<file path="config.mk">
export PLATFORM = sky130hd
export DESIGN_NAME = lcd_sequencer
export DESIGN_NICKNAME = d
export VERILOG_FILES = /design/src/rtl/lcd_sequencer.sv
export SDC_FILE = /design/constraint.sdc
export NUM_CORES = 1
export LEC_CHECK = 0
export CAP_MARGIN = 20
export CORE_MARGIN = 4
export CORE_UTILIZATION = 45
export CTS_CLUSTER_SIZE = 24
export DETAILED_ROUTE_END_ITERATION = 8
export HOLD_SLACK_MARGIN = 0.05
export PLACE_DENSITY = 0.7
export SYNTH_ARGS = -nofsm -noshare
export SYNTH_HDL_FRONTEND = slang
export SYNTH_SLANG_ARGS = --single-unit
</file>
<file path="constraint.sdc">
create_clock -name clk -period 2.43 [get_ports clk]
set_input_delay 0.486 -clock clk [delete_from_list [all_inputs] [get_ports clk]]
set_output_delay 0.486 -clock clk [all_outputs]
set_load 0.1 [all_outputs]
</file>
<file path="src/rtl/lcd_sequencer.sv">
// lcd_sequencer: owns HD44780 bus timing. Runs the power-up init sequence
// (0x38, 0x0C, 0x06, 0x01), then sends single command/data bytes accepted
// over a valid/ready handshake. Each byte gets setup, enable pulse and wait.
module lcd_sequencer #(
   parameter int unsigned POWERUP_CYCLES    = 750000,
   parameter int unsigned SETUP_CYCLES      = 2,
   parameter int unsigned PULSE_CYCLES      = 25,
   parameter int unsigned CMD_WAIT_CYCLES   = 2500,
   parameter int unsigned CLEAR_WAIT_CYCLES = 82000
) (
   input  logic       clk,
   input  logic       reset,
   input  logic       req_valid,
   input  logic       req_rs,
   input  logic [7:0] req_data,
   output logic       req_ready,
   output logic       init_done,
   output logic       busy,
   output logic [7:0] lcd_data_bus,
   output logic       lcd_rs,
   output logic       lcd_rw,
   output logic       lcd_e
);

   localparam int unsigned CNT_W = 20;

   // Timed states load N-1 and leave when the counter reaches zero.
   localparam logic [CNT_W-1:0] PWR_LAST = CNT_W'(POWERUP_CYCLES - 1);
   localparam logic [CNT_W-1:0] SETUP_LD = CNT_W'(SETUP_CYCLES - 1);
   localparam logic [CNT_W-1:0] PULSE_LD = CNT_W'(PULSE_CYCLES - 1);
   localparam logic [CNT_W-1:0] CMD_LD   = CNT_W'(CMD_WAIT_CYCLES - 1);
   localparam logic [CNT_W-1:0] CLEAR_LD = CNT_W'(CLEAR_WAIT_CYCLES - 1);

   typedef enum logic [2:0] {
      ST_POWERUP,
      ST_INIT_SETUP,
      ST_INIT_PULSE,
      ST_INIT_WAIT,
      ST_IDLE,
      ST_SETUP,
      ST_PULSE,
      ST_WAIT
   } state_t;

   state_t           state_q, state_d;
   logic [CNT_W-1:0] cnt_q, cnt_d;
   logic [1:0]       idx_q, idx_d;
   logic             init_done_q, init_done_d;
   logic             req_ready_q, req_ready_d;
   logic             busy_q, busy_d;
   logic [7:0]       data_q, data_d;
   logic             rs_q, rs_d;
   logic             e_q, e_d;
   logic [1:0]       idx_nxt;

   function automatic logic [7:0] init_byte(input logic [1:0] idx);
      case (idx)
         2'd0:    return 8'h38;
         2'd1:    return 8'h0C;
         2'd2:    return 8'h06;
         default: return 8'h01;
      endcase
   endfunction

   // Clear (0x01) and home (0x02/0x03) commands need the long execution wait.
   function automatic logic [CNT_W-1:0] wait_load(input logic rs, input logic [7:0] data);
      if (!rs && (data == 8'h01 || data == 8'h02 || data == 8'h03))
         return CLEAR_LD;
      return CMD_LD;
   endfunction

   assign idx_nxt = idx_q + 2'd1;

   // Next-state, counter and registered-output computation.
   always_comb begin
      state_d     = state_q;
      cnt_d       = (cnt_q != '0) ? cnt_q - CNT_W'(1) : cnt_q;
      idx_d       = idx_q;
      init_done_d = init_done_q;
      data_d      = data_q;
      rs_d        = rs_q;

      case (state_q)
         // Power-up counts up from the reset value of zero; every other
         // timed state counts down from a loaded value.
         ST_POWERUP: begin
            if (cnt_q == PWR_LAST) begin
               state_d = ST_INIT_SETUP;
               cnt_d   = SETUP_LD;
               data_d  = init_byte(idx_q);
               rs_d    = 1'b0;
            end else begin
               cnt_d = cnt_q + CNT_W'(1);
            end
         end
         ST_INIT_SETUP: begin
            if (cnt_q == '0) begin
               state_d = ST_INIT_PULSE;
               cnt_d   = PULSE_LD;
            end
         end
         ST_INIT_PULSE: begin
            if (cnt_q == '0) begin
               state_d = ST_INIT_WAIT;
               cnt_d   = (idx_q == 2'd3) ? CLEAR_LD : CMD_LD;
            end
         end
         ST_INIT_WAIT: begin
            if (cnt_q == '0) begin
               if (idx_q == 2'd3) begin
                  init_done_d = 1'b1;
                  state_d     = ST_IDLE;
               end else begin
                  idx_d   = idx_nxt;
                  data_d  = init_byte(idx_nxt);
                  state_d = ST_INIT_SETUP;
                  cnt_d   = SETUP_LD;
               end
            end
         end
         ST_IDLE: begin
            if (req_valid && req_ready_q) begin
               data_d  = req_data;
               rs_d    = req_rs;
               state_d = ST_SETUP;
               cnt_d   = SETUP_LD;
            end
         end
         ST_SETUP: begin
            if (cnt_q == '0) begin
               state_d = ST_PULSE;
               cnt_d   = PULSE_LD;
            end
         end
         ST_PULSE: begin
            if (cnt_q == '0) begin
               state_d = ST_WAIT;
               cnt_d   = wait_load(rs_q, data_q);
            end
         end
         ST_WAIT: begin
            if (cnt_q == '0)
               state_d = ST_IDLE;
         end
         default: state_d = ST_POWERUP;
      endcase

      e_d    = (state_d == ST_INIT_PULSE) || (state_d == ST_PULSE);
      busy_d = (state_d != ST_IDLE);
      // Ready rises one cycle after IDLE is entered and drops on acceptance.
      req_ready_d = (state_q == ST_IDLE) && (state_d == ST_IDLE) && init_done_q;
   end

   // State and output registers with synchronous reset.
   always_ff @(posedge clk) begin
      if (reset) begin
         state_q     <= ST_POWERUP;
         cnt_q       <= '0;
         idx_q       <= '0;
         init_done_q <= 1'b0;
         req_ready_q <= 1'b0;
         busy_q      <= 1'b1;
         data_q      <= '0;
         rs_q        <= 1'b0;
         e_q         <= 1'b0;
      end else begin
         state_q     <= state_d;
         cnt_q       <= cnt_d;
         idx_q       <= idx_d;
         init_done_q <= init_done_d;
         req_ready_q <= req_ready_d;
         busy_q      <= busy_d;
         data_q      <= data_d;
         rs_q        <= rs_d;
         e_q         <= e_d;
      end
   end

   assign req_ready    = req_ready_q;
   assign init_done    = init_done_q;
   assign busy         = busy_q;
   assign lcd_data_bus = data_q;
   assign lcd_rs       = rs_q;
   assign lcd_rw       = 1'b0;
   assign lcd_e        = e_q;

endmodule

</file>
======== After elaboration in Yosys (flattened, before gate mapping) ========
Cells that the tools add are included.
W data, S select, Z words.
cells by class
  add/sub/neg operators ................... 3
  equality and inequality tests ........... 24
  mux-type cells .......................... 35
  bitwise logic cells ..................... 1
  reduce and logical (&&, ||, !) cells .... 20
operators by type and width
  operator                 number
  $mux W20                 10
  $pmux W20 S6             1
  $pmux W6 S3              2
  $mux W8                  4
  $mux W3                  9
  $pmux W3 S8              1
  $pmux W8 S3              1
  $add A20 B1 Y20 const B  1
  $eq A20 B20 Y1 const B   1
  $logic_not A20 Y1        1
  $reduce_bool A20 Y1      1
  $sub A20 B1 Y20 const B  1
  $eq A3 B3 Y1 const B     6
  $mux W17                 1
  $eq A8 B2 Y1 const B     2
  $eq A3 B2 Y1 const B     3
  $reduce_and A3 Y1        3
  $eq A8 B1 Y1 const B     1
  $ne A2 B2 Y1 const B     4
  $eq A2 B2 Y1 const B     3
  $mux W1                  5
  $reduce_and A5 Y1        1
  $eq A2 B1 Y1 const B     2
  $logic_and A1 B1 Y1      4
  12 further kinds         15
word-level totals
  bits in registers ....................... 38
  input port bits ......................... 12
  output and inout port bits .............. 14
  logic and storage cells ................. 92

======== Logic depth before layout (Yosys ltp) ========
  word-level depth ........................ 10
  mapped depth ............................ 11
  mapped depth without buffers ............ 11

======== Worst setup path before layout ========
No wires, ideal clock.
  path kind ............................... reg-to-reg
  start ................................... register cnt_q[15]
  end ..................................... register cnt_q[0]
  setup time .............................. 95 ps
  data arrival time ....................... 2,258 ps
  data required time ...................... 2,335 ps
  setup slack ............................. 77 ps
  cell stages (with the launch flop) ...... 11
  buffers on the path ..................... 1
  period minus slack after synthesis ...... 2,353 ps
  path through ............................ dfxtp_1 > clkbuf_1 > or4_1 > nor2_1 > nand4b_1 > ha_1 > nand2_1 > a21oi_1 > a211oi_1 > a221oi_1 > a221oi_1
between the ends
  word-level cells in the longest chain between the ends .. 5
  elaborated cells on any way between the ends .. 12
  those cells by class .................... 1 x eq/ne; 9 x mux; 2 x reduce/logical
RTL lines
  what                      RTL line  RTL
  start: declaration        46        logic [CNT_W-1:0] cnt_q, cnt_d;
  start signal: assignment  168       cnt_q <= cnt_d;
  $reduce_bool A20 Y1       77        cnt_d = (cnt_q != '0) ? cnt_q - CNT_W'(1) : cnt_q;
  $mux W20                  77
  $mux W20                  110       if (idx_q == 2'd3) begin
  $mux W20                  109       if (cnt_q == '0) begin
  $pmux W20 S6 *            83        case (state_q)
Every way passes the cells marked *; elsewhere a longest branch is shown, timed or not.
A chain may end at the register's enable or synchronous reset.

======== Worst setup path in the final report ========
  start ................................... register cnt_q[6]
  end ..................................... register cnt_q[0]
Same word-level chain as after synthesis.

==> results.yml <==
run_status:
  outcome: "finished with violations"
  failed_checks: "negative setup slack"
floorplan:
  core.rowCount: 29
  dieArea_um2: 8000
  dieHeight_um: 89.5
  ios: 26
  die_width_um: 89.5
  core_area_um2: 6390
  start_util_pct: 46.8
clocking:
  cts.sinks: 38
  cts-root-buf: "clkbuf_8"
  clk_latency_ns: 0.31
  cts_tree: "done"
  numCtsBuffers: 5
  clock_path_buffers: 2
  htree_num_levels: 2
  cts.clk_slew.worst_paths_ns: 0.09
yosys:
  syn-cell-area_um2: 2990
  synth_top_area_share_pct: 25.5
  syn_avg_cell_area_um2: 7.84
  synth_edf_count: 0
  yosysWarnings: 0
  syn_nets: 405
  ys_ff_latch: 38
  synth_top_area_cell: "dfxtp_1"
  ys_top_cells_by_count: "dfxtp_1, nand2_1, nor2_1"
  synth_cell_type_count: 68
  ys.flop_type: "dfxtp_1"
  yosysSeqAreaShare_pct: 25.5
  synthArstFlopShare_pct: 0
  yosysMostFrequentCell: "dfxtp_1"
  yosys-top-cells-area: "dfxtp_1, ha_1, nand2_1"
  syn_inst: 381
pwr:
  ir_drop_uv: 385
  p_total_mw: 2.64
  power_density_nw_per_um2: 740
  cellLeakagePower_nw: 1.35
global_routing:
  grt_pass1_wl_mm: 14.5
  grt_max_degree: 17
  antenna_found_initial: 0
  grt_pass1_vias: 2924
  grt_usage_pct: 23.2
  overflow: 0
setup_path:
  setup.worst_path.class: "flip-flop to flip-flop"
  critPathMaxFanout: 3
  critPathLaunchType: "flip-flop"
  rrSetupSlack_ns: -0.06
  cp.required_ns: 2.65
  critPathArrivalTime_ns: 2.71
  r2r_start: "cnt_q[6]"
  reg2reg_depth: 9
  crit_path_end_kind: "flip-flop"
  r2r_end: "cnt_q[0]"
sta:
  finClkSkew_ns: 0.0137
  period_needed_ns: 2.49
  max_slew_margin_pct: 64.6
  worst_pin_slew_ns: 0.526
  fin_ws_ns: -0.0563
  hold_viol: 0
  setup_viol: 1
  final.period_utilization_pct: 102
  rsz0062_at_grt: "true"
  slew_violations: 0
  max_freq_ghz: 0.402
placement:
  dp_slack_ns: 0.00801
  port_buffers: 24
  placed_cell_area_um2: 3440
  gp_congestion: 0.992
  hpwl_mm: 6.78
worst_hold_path:
  hold_start: "init_done"
  hp-class: "flip-flop to flip-flop"
  holdPathStages: 2
  whs_endpoint: "req_ready"
cells_and_area:
  design_area_um2: 3570
  final_util_pct: 55.9
  fin_nets: 448
  area_growth_pct: 19.6
  drive_gt1_share_pct: 21.4
  antenna_cells: 0
route:
  first_iter_violations: 348
  post-route-drc-count: 0
  post_drt_via_cell_ratio: 6.25
  wl_per_cell_um: 17.6
  vias: 3137
  dr.pass1.iters: 5
  finalWirelength_mm: 8.84
  drt.antenna.violating_nets: 0
flow_run:
  drv_cap: 0
## state kept, by name, summed over array words and instances, names as in the netlist
name and count:
lcd_rs 1, busy 1, state_q 3, cnt_q 20, init_done 1, lcd_e 1, req_ready 1, lcd_data_bus 8
idx_q 2
## what timing repair did
action / in CTS / in global routing
hold buffers: 0 / 0
endpoints found under the hold margin: 0 / 0
setup endpoints to repair: 1 / 5
resized for setup: 1 / 8
setup buffers: 0 / 1
pin swaps: 1 / 7
## area by class of cell
type,instances,area [µm²]
fillers,602,2820
multi-input cells,304,2060
flip-flops and latches,38,762
repair buffers,63,513
well taps,77,96.3
clock buffers,6,82.6
inverters,12,45.0
clock inverters,2,12.5
## stage by stage
stage               setup TNS (ns)  hold slack (ns)  instances
global route               -0.0881            0.477        502
CTS                              0            0.458        501
finish                     -0.0563            0.460        502
detailed placement               0            0.444        493
global placement                 0            0.440        493
floorplan                        0            0.480        381
## worst max-delay path, cell delays in order, from the launching register on
cell and delay (ns):
dfxtp_2 0.33, or4_4 0.56, nor3_4 0.22, nand4b_1 0.22, buf_4 0.20, buf_4 0.13, ha_2 0.17, a211oi_2 0.25
a221oi_2 0.05, a221oi_1 0.28
## worst max path at each step
stage | start | endpoint | slack, ns | depth (start not counted)
global route | cnt_q[6] | cnt_q[0] | -0.09 | 9
global placement | cnt_q[3] | cnt_q[0] | 0.1 | 9
CTS | cnt_q[3] | cnt_q[0] | 0.005 | 9
floorplan | cnt_q[15] | cnt_q[0] | 0.08 | 10
finish | cnt_q[6] | cnt_q[0] | -0.06 | 9
detailed placement | cnt_q[3] | cnt_q[0] | 0.008 | 9
## placed cells by master (no fill, tap or decap), types with 5 or more instances in the layout
cell type / n
a21oi_1: 23
a221oi_1: 7
a31oi_1: 7
and3_1: 6
and4_1: 5
buf_4: 51
clkbuf_8: 6
clkdlybuf4s50_1: 11
dfxtp_1: 37
ha_1: 11
inv_1: 12
nand2_1: 36
nand2b_1: 9
nand3_1: 15
nand4_1: 11
nor2_1: 30
nor3_1: 12
nor4_1: 7
o21ai_0: 14
o31ai_1: 5
xnor2_1: 13
xor2_1: 5
## logic make-up (layout without fill, tap and decap cells)
kind of cell | count (synthesis) | count (layout) | synth area share [%]
multiplexers | 3 | 3 | 1.05
flip-flops | 38 | 38 | 25.5
XOR/XNOR | 18 | 18 | 5.28
AO/OA/AOI/OAI | 102 | 102 | 24.2
adder cells (fa/ha/maj) | 12 | 12 | 5.03
AND/OR/NAND/NOR | 168 | 168 | 32.3
other | 1 | 1 | 0.126
buffers and inverters | 39 | 83 | 6.62
## power by group
group / internal, mW / switching [mW] / leakage [nW]
clock: 0.228 / 0.255 / 0.0472
combinational: 0.619 / 0.801 / 1.00
sequential: 0.667 / 0.0708 / 0.308
## per-layer routing
layer | vias to the layer above | GRT usage [%] | wire (µm)
li1 | 1508 | - | -
met1 | 1471 | 31.7 | 3960
met2 | 128 | 36.1 | 4080
met3 | 30 | 3.69 | 512
met4 | 0 | 9.74 | 297
met5 | - | 0 | 0
No activity file was read; power rests on OpenSTA's default activity.
